**config.mk**
```make
export PLATFORM = sky130hd
export DESIGN_NAME = cacheline_burst_adaptor
export DESIGN_NICKNAME = d
export VERILOG_FILES = /design/src/rtl/cacheline_burst_adaptor_pkg.sv /design/src/rtl/cacheline_burst_adaptor.sv
export SDC_FILE = /design/constraint.sdc
export NUM_CORES = 1
export LEC_CHECK = 0
export BUFFER_PORTS_ARGS = -buffer_cell sky130_fd_sc_hd__buf_2
export CAP_MARGIN = 20
export CORE_AREA = 2 2 281 283
export DETAILED_ROUTE_END_ITERATION = 10
export DIE_AREA = 0 0 283 285
export PLACE_DENSITY = 0.42
export RECOVER_POWER = 25
export SLEW_MARGIN = 10
export SYNTH_ARGS = -nofsm -noshare
export SYNTH_HDL_FRONTEND = slang
export SYNTH_SLANG_ARGS = --single-unit
```
**constraint.sdc**
```tcl
create_clock -name clk -period 3.1 [get_ports clk]
set_input_delay 0.31 -clock clk [delete_from_list [all_inputs] [get_ports clk]]
set_output_delay 0.31 -clock clk [all_outputs]
set_load 0.02 [all_outputs]
```
**src/rtl/cacheline_burst_adaptor_pkg.sv**
```systemverilog
// rtl/cacheline_burst_adaptor_pkg.sv - shared types and helpers for the cache line burst adaptor
//
// Purpose : FSM state encoding and the line-address alignment helper used by
//           cacheline_burst_adaptor.
// Contents: adaptor_state_t  - IDLE / READ / WRITE / DONE
//           align_line_addr  - clears the low line-offset bits of an address
package cacheline_burst_adaptor_pkg;

    typedef enum logic [1:0] {
        IDLE  = 2'd0,
        READ  = 2'd1,
        WRITE = 2'd2,
        DONE  = 2'd3
    } adaptor_state_t;

    function automatic logic [31:0] align_line_addr(input logic [31:0] i_addr,
                                                    input int unsigned i_offset_bits);
        logic [31:0] w_mask;
        w_mask = ~((32'h1 << i_offset_bits) - 32'h1);
        return i_addr & w_mask;
    endfunction

endpackage

```
**src/rtl/cacheline_burst_adaptor.sv**
```systemverilog
// rtl/cacheline_burst_adaptor.sv - converts single-cycle cache line requests into fixed-length memory bursts
//
// Purpose : Accepts one line read/write from the L2 physical-memory port and
//           runs a burst of width/burst_width beats against the memory model,
//           assembling (read) or serializing (write) the line in one shared
//           buffer, then pulses line_resp for one cycle.
// Ports   : clk, rst (async, active-low)
//           line_read, line_write, line_address, line_wdata  - L2 request (held until line_resp)
//           line_rdata, line_resp                            - L2 response
//           burst_read, burst_write, burst_address, burst_wdata - memory request
//           burst_rdata, burst_resp                          - memory per-beat reply
module cacheline_burst_adaptor
    import cacheline_burst_adaptor_pkg::*;
#(
    parameter int width       = 256,
    parameter int burst_width = 64,
    parameter int s_offset    = 5
) (
    input  logic                   clk,
    input  logic                   rst,
    input  logic                   line_read,
    input  logic                   line_write,
    input  logic [31:0]            line_address,
    input  logic [width-1:0]       line_wdata,
    output logic [width-1:0]       line_rdata,
    output logic                   line_resp,
    output logic                   burst_read,
    output logic                   burst_write,
    output logic [31:0]            burst_address,
    output logic [burst_width-1:0] burst_wdata,
    input  logic [burst_width-1:0] burst_rdata,
    input  logic                   burst_resp
);

    localparam int BEATS = width / burst_width;
    localparam int CW    = (BEATS > 1) ? $clog2(BEATS) : 1;
    localparam logic [CW-1:0] LAST_BEAT = CW'(BEATS - 1);

    adaptor_state_t r_state;
    adaptor_state_t w_next_state;

    logic [CW-1:0]                         r_count;
    logic [31:0]                           r_addr;
    // One buffer serves both directions: filled from line_wdata for writes,
    // filled beat by beat from burst_rdata for reads.
    logic [BEATS-1:0][burst_width-1:0]     r_line;

    logic [31:0] w_aligned_addr;
    logic        w_last_beat;

    assign w_aligned_addr = align_line_addr(line_address, s_offset);
    assign w_last_beat    = (r_count == LAST_BEAT);

    always_ff @(posedge clk or negedge rst) begin
        if (!rst) begin
            r_state <= IDLE;
        end else begin
            r_state <= w_next_state;
        end
    end

    always_comb begin
        w_next_state = r_state;
        burst_read   = 1'b0;
        burst_write  = 1'b0;
        line_resp    = 1'b0;
        unique case (r_state)
            IDLE: begin
                // Write wins; a concurrent read stays asserted and is taken later.
                if (line_write) begin
                    w_next_state = WRITE;
                end else if (line_read) begin
                    w_next_state = READ;
                end
            end
            READ: begin
                burst_read = 1'b1;
                if (burst_resp && w_last_beat) begin
                    w_next_state = DONE;
                end
            end
            WRITE: begin
                burst_write = 1'b1;
                if (burst_resp && w_last_beat) begin
                    w_next_state = DONE;
                end
            end
            DONE: begin
                line_resp    = 1'b1;
                w_next_state = IDLE;
            end
            default: w_next_state = IDLE;
        endcase
    end

    always_ff @(posedge clk or negedge rst) begin
        if (!rst) begin
            r_count <= '0;
            r_addr  <= '0;
            r_line  <= '0;
        end else begin
            unique case (r_state)
                IDLE: begin
                    if (line_write) begin
                        r_line  <= line_wdata;
                        r_addr  <= w_aligned_addr;
                        r_count <= '0;
                    end else if (line_read) begin
                        r_addr  <= w_aligned_addr;
                        r_count <= '0;
                    end
                end
                READ: begin
                    if (burst_resp) begin
                        r_line[r_count] <= burst_rdata;
                        r_count         <= r_count + 1'b1;
                    end
                end
                WRITE: begin
                    if (burst_resp) begin
                        r_count <= r_count + 1'b1;
                    end
                end
                default: ;
            endcase
        end
    end

    assign burst_address = r_addr;
    assign burst_wdata   = r_line[r_count];
    assign line_rdata    = r_line;

endmodule

```
### Yosys cells after proc, flatten, opt, wreduce, memory -nomap -nowiden

Cells that the tools add are included.

* equality and inequality tests: 9
* div/mod/pow operators: 0
* bitwise gates (word level): 0
* order comparisons: 2
* multipliers: 0
* add/sub/neg operators: 1
* muxes and demuxes: 21
* reduce and logical (&&, ||, !) cells: 11
* shift-type cells: 0

Operators by type and width (number)
* 256-bit 2-to-1 mux: 2
* 256-bit case mux with 2 select lines: 1
* 256-bit bitwise mux: 1
* 64-bit binary-select mux with 2-bit select: 1
* 64-bit demux with 2-bit select: 1
* 64-bit 2-to-1 mux: 2
* 32-bit 2-to-1 mux: 2
* 2-bit 2-to-1 mux: 6
* 2-bit equality test (second input constant): 3
* 2-bit case mux with 3 select lines: 1
* 3-bit AND reduction: 2
* 2-bit nonzero test: 3
* 2-bit by 1-bit inequality test with 1-bit output (second input constant): 2
* 2-bit inequality test (second input constant): 2
* 2-bit case mux with 2 select lines: 1
* 2-bit AND reduction: 2
* 2-bit by 3-bit < comparator with 1-bit output (second input constant): 1
* 1-bit 2-to-1 mux: 3
* 3-bit inequality test (second input constant): 1
* 2-bit by 1-bit adder with 2-bit output (second input constant): 1
* 2-bit by 1-bit equality test with 1-bit output (second input constant): 1
* 2-bit by 1-bit greater-or-equal comparator with 1-bit output (second input constant): 1
* 1-bit logical AND: 2
* 2-bit zero test: 1
* 2-bit OR reduction: 1

* register bits after elaboration: 292
* input bits: 357
* latch bits: 0
* memories kept: 0
* ROM bits: 0
* bits in writable memories: 0
* logic and storage cells: 51
* output and inout port bits: 355

### Depth between registers and ports, before layout

* depth in word-level cells: 7
* mapped depth: 9
* mapped depth without buffers: 5

### Worst setup path after synthesis

No wires, ideal clock.

* path kind: register -> register
* start point: register r_state[1]
* end point: register r_line, in the netlist line_rdata[141]
* buffers on the path: 1
* required time: 2.975 ns
* arrival time: 2.005 ns
* period minus slack after synthesis: 2.130 ns
* setup slack: 0.970 ns
* library setup time: 0.125 ns
* stages on the path, launching flop included: 7
* path through: dfrtp_1 -> inv_1 -> ha_1 -> mux2i_4 -> nor3_4 -> buf_6 -> mux2_4

* longest elaborated chain between the ends: 3
* elaborated cells between the ends (all ways): 7
* classes of those cells: eq/ne (3); mux (1); reduce/logical (3)

Ends and longest elaborated chain
* start: declaration: line cacheline_burst_adaptor.sv:39 `adaptor_state_t r_state;`
* start signal: assignment: line cacheline_burst_adaptor.sv:58 `r_state <= w_next_state;`
* 2-bit by 1-bit equality test with 1-bit output or 2-bit zero test (tied branches): line cacheline_burst_adaptor.sv:102 `unique case (r_state)`
* 2-bit inequality test (no line) or 2-bit nonzero test (tied branches)
* 3-bit AND reduction (no line)
* end signal: assignment: line cacheline_burst_adaptor.sv:105 `r_line <= line_wdata;`
* end signal: indexed assignment: line cacheline_burst_adaptor.sv:115 `r_line[r_count] <= burst_rdata;`
* end: declaration: line cacheline_burst_adaptor.sv:46 `logic [BEATS-1:0][burst_width-1:0] r_line;`

Parallel ways exist; a longest one is shown, timed or not.
A chain may end at the register's enable or synchronous reset.

### Final worst setup path

* start point: register r_count[0]
* end point: output port burst_wdata[18]

* longest elaborated chain between the ends: 2

Ends and longest elaborated chain
* start: declaration: line cacheline_burst_adaptor.sv:42 `logic [CW-1:0] r_count;`
* start signal: assignment: line cacheline_burst_adaptor.sv:116 `r_count <= r_count + 1'b1;`
* start signal: assignment: line cacheline_burst_adaptor.sv:121 `r_count <= r_count + 1'b1;`
* 64-bit binary-select mux with 2-bit select: line cacheline_burst_adaptor.sv:130 `assign burst_wdata = r_line[r_count];`
* 64-bit 2-to-1 mux (implied by the code): line cacheline_burst_adaptor.sv:130
* end: declaration: line cacheline_burst_adaptor.sv:30 `output logic [burst_width-1:0] burst_wdata,`

No other way between the ends. The select of a mux whose other input is x is not followed.

==> metrics.md <==
| Metric | Value |
|---|---|
| Status | `finished with violations` |
| Violated checks | `capacitance limit, slew limit` |
| ANT nets after route | `0` |
| DRC | `0` |
| # rows | `103` |
| Hold path endpoint | `burst_address[29]` |
| Compound-Gate Fraction of Synth Area | `0.1161` |
| Sequential-to-total area share from yosys stat | `0.4536` |
| RSZ-0062 raised after global routing | `no` |
| Slew Viols, Final | `73` |
| Die Ht | `between 200 and 300 µm` |
| Syn Area/Cell | `roughly 12 µm²` |
| Fill count | `8,265` |
| Simple-gate area share of the yosys netlist | `0.05034` |
| Synthesis-to-finish area growth | `38.99%` |
| GR Util All Layers | `0.1661` |
| Total chip power | `28.86 mW` |
| Clock Sinks | `about 290` |
| Worst skew pair latency | `0.54 ns` |
| Most common cell after layout, fill and taps aside | `buf_2` |
| Post-synthesis xor/xnor area fraction | `0` |
| Multi-input gate area | `7557 µm²` |
| Final Hold Viols | `0` |
| Worst-path clk slew | `0.06 ns` |
| CTS tree | `done` |
| WL/cell | `around 22 µm` |
| Multiplexer share of the synthesized area | `0.2992` |
| Number of CTS-inserted buffers | `37` |
| Die Wd | `283 µm` |
| Io pins | `712` |
| Max-cap check violation count | `1` |
| Share of cells above drive strength 1 | `0.5667` |
| Gp weighted congestion | `0.9034` |
| Most frequent cells in the layout | `buf_2, dfrtp_1, mux2_2` |
| Pwr Density | `1312 nW/µm²` |
| Gr ovfl total | `0` |
| Largest family of logic cells by synthesized area | `multiplexers` |
| Yosys warning count | `0` |
| Hold_buf cts | `27` |
| Critical path arrival | `around 2.4 ns` |
| Post-Syn Area | `15,830 µm²` |
| Reg2reg start | `r_state[0]` |
| Initial core utilization | `0.2031` |
| Crit Path Max Fanout | `66` |
| Crit Path Class | `reg -> out` |
| Full die area | `80,660 µm²` |
| Leakage | `10.58 nW` |
| Routed via count | `13,990` |
| Reg2reg path depth | `6` |
| Cell variety after synth | `34` |
| PortBufs | `about 700` |
| Final Skew | `0.01613 ns` |
| Slew @ Worst Pin | `2.350 ns` |
| F_max | `around 370 MHz` |
| Post-CTS resize count | `0` |
| DR iter-0 viols | `792` |
| Core Footprint | `77,970 µm²` |
| Maximum root-to-sink buffer count | `3` |
| Total negative slack | `0 ns` |
| Reg2Reg Setup Slack | `approximately 0.62 ns` |
| Pre-CTS worst setup slack | `0.5995 ns` |
| Worst R2R End | `line_rdata[202]` |
| Min cycle time layout | `around 2.7 ns` |
| PnR worst setup slack | `approximately 0.37 ns` |
| Global-route wire length before repair | `101,400 µm` |
| Setup Fix Bufs, Post-CTS | `0` |
| Worst Setup End Kind | `output pin` |
| Number of global-route vias before repair | `14,680` |
| Hold Startpoint | `line_address[29]` |
| Worst ir drop on vdd | `1.093 mV` |
| Final period utilization | `0.8811` |
| DPL Wire Length | `approximately 48,000 µm` |
| Initial antenna violation count | `14` |
| Setup violators final | `0` |
| Hold Path Class | `in -> reg` |
| Ys async rst share | `1.000` |
| Storage cell area | `7189 µm²` |
| Final net count | `2,373` |
| Routed wire length | `roughly 69,000 µm` |
| Clock root cell | `clkbuf_16` |
| Crit path required time | `roughly 2.8 ns` |
| Post-synth EDFFs | `0` |
| H-tree depth | `2` |
| Pre-Repair DR Iteration Count | `6` |
| Synth Flop Type | `dfrtp_1` |
| Largest net degree at the start of global routing | `163` |
| Critical Path Start Type | `flip-flop` |
| Hold path depth | `2` |
| Via density | `between 4 and 5` |
| Flops & latches, synth | `approximately 290` |
| Synth Area in Adders | `0.007112` |
| Syn Inst Count | `1,316` |
| Headroom to the max-slew limit | `-0.5669` |
## area by class of cell
class,instances,area share
Sequential cell,287,0.3267
Antenna cell,5,0.0005685
Inverter,136,0.02331
Multi-Input combinational cell,780,0.3434
Timing Repair Buffer,765,0.1918
Tap cell,1050,0.05970
Clock inverter,3,0.0008528
Clock buffer,62,0.05373
## cell families (layout without fill, tap and decap cells)
| logic type | count (synthesis) | count (layout) |
|---|---|---|
| other cells | 1 | 10 |
| buf+inv | 253 | 966 |
| mux | 349 | 349 |
| compound gates | 268 | 268 |
| flops | 287 | 287 |
| fa+ha+maj | 9 | 9 |
| simple gates | 149 | 149 |
## worst max path at each step
stage	start	end	slack (ns)
3_3_place_gp	r_state[0]	line_rdata[209]	0.68
5_1_grt	rst	line_rdata[227]	0.19
2_1_floorplan	r_state[1]	line_rdata[141]	0.97
3_5_place_dp	r_state[0]	line_rdata[194]	0.60
4_1_cts	r_count[0]	burst_wdata[2]	0.27
6_report	r_count[0]	burst_wdata[18]	0.37
## synthesized netlist by cell type (2+ instances only)
master | n | area share
nor2b_1 | 4 | 0.0016
dfrtp_1 | 287 | 0.45
nand2_1 | 2 | 0.00047
inv_1 | 135 | 0.032
buf_2 | 12 | 0.0038
mux2_4 | 20 | 0.019
o221ai_1 | 2 | 0.0011
o21ai_0 | 132 | 0.042
ha_1 | 9 | 0.0071
nor3_4 | 3 | 0.0031
nand3_1 | 131 | 0.041
mux4_2 | 64 | 0.091
buf_6 | 23 | 0.016
nand2b_1 | 4 | 0.0016
buf_4 | 7 | 0.0033
and2_1 | 2 | 0.00079
a22o_1 | 126 | 0.070
clkbuf_1 | 60 | 0.014
a21oi_1 | 2 | 0.00063
mux2_1 | 2 | 0.0014
mux2_2 | 262 | 0.19
buf_1 | 15 | 0.0036
## power breakdown
| group | leakage (nW) | total (mW) | switching [mW] | internal [mW] |
|---|---|---|---|---|
| clock | 0.592 | 4.32 | 1.73 | 2.58 |
| combinational | 6.47 | 17.2 | 9.79 | 7.37 |
| sequential | 3.52 | 7.39 | 1.70 | 5.69 |
## critical path, stage by stage (launching register included)
cell and delay (ns):
dfrtp_4 0.46, buf_12 0.50, mux4_2 0.64, buf_2 0.19
## state kept, by name (all words and copies together) (netlist names)
name           cells
burst_address     27
line_rdata       256
r_count            2
r_state            2
## metrics by stage
step	cell area (µm²)	hold slack, ns	instances	utilization
after CTS	22030	0.05311	3083	0.2825
after global routing	22000	0.06560	3087	0.2822
after floorplan	15850	0.01441	1320	-
after global placement	20560	0.3661	2991	0.2637
final	22010	0.09784	3088	0.2823
after detailed placement	20560	0.3697	2991	0.2637
## routing by layer
| layer | vias up | share of wire | GRT usage |
|---|---|---|---|
| met2 | 585 | 0.50 | 0.2862 |
| met1 | 7125 | 0.41 | 0.2050 |
| met4 | 8 | 0.024 | 0.04814 |
| met5 | - | 0.00071 | 0 |
| met3 | 85 | 0.066 | 0.04128 |
| li1 | 6185 | - | - |
Note: power is estimated with default switching activity, not from simulation.
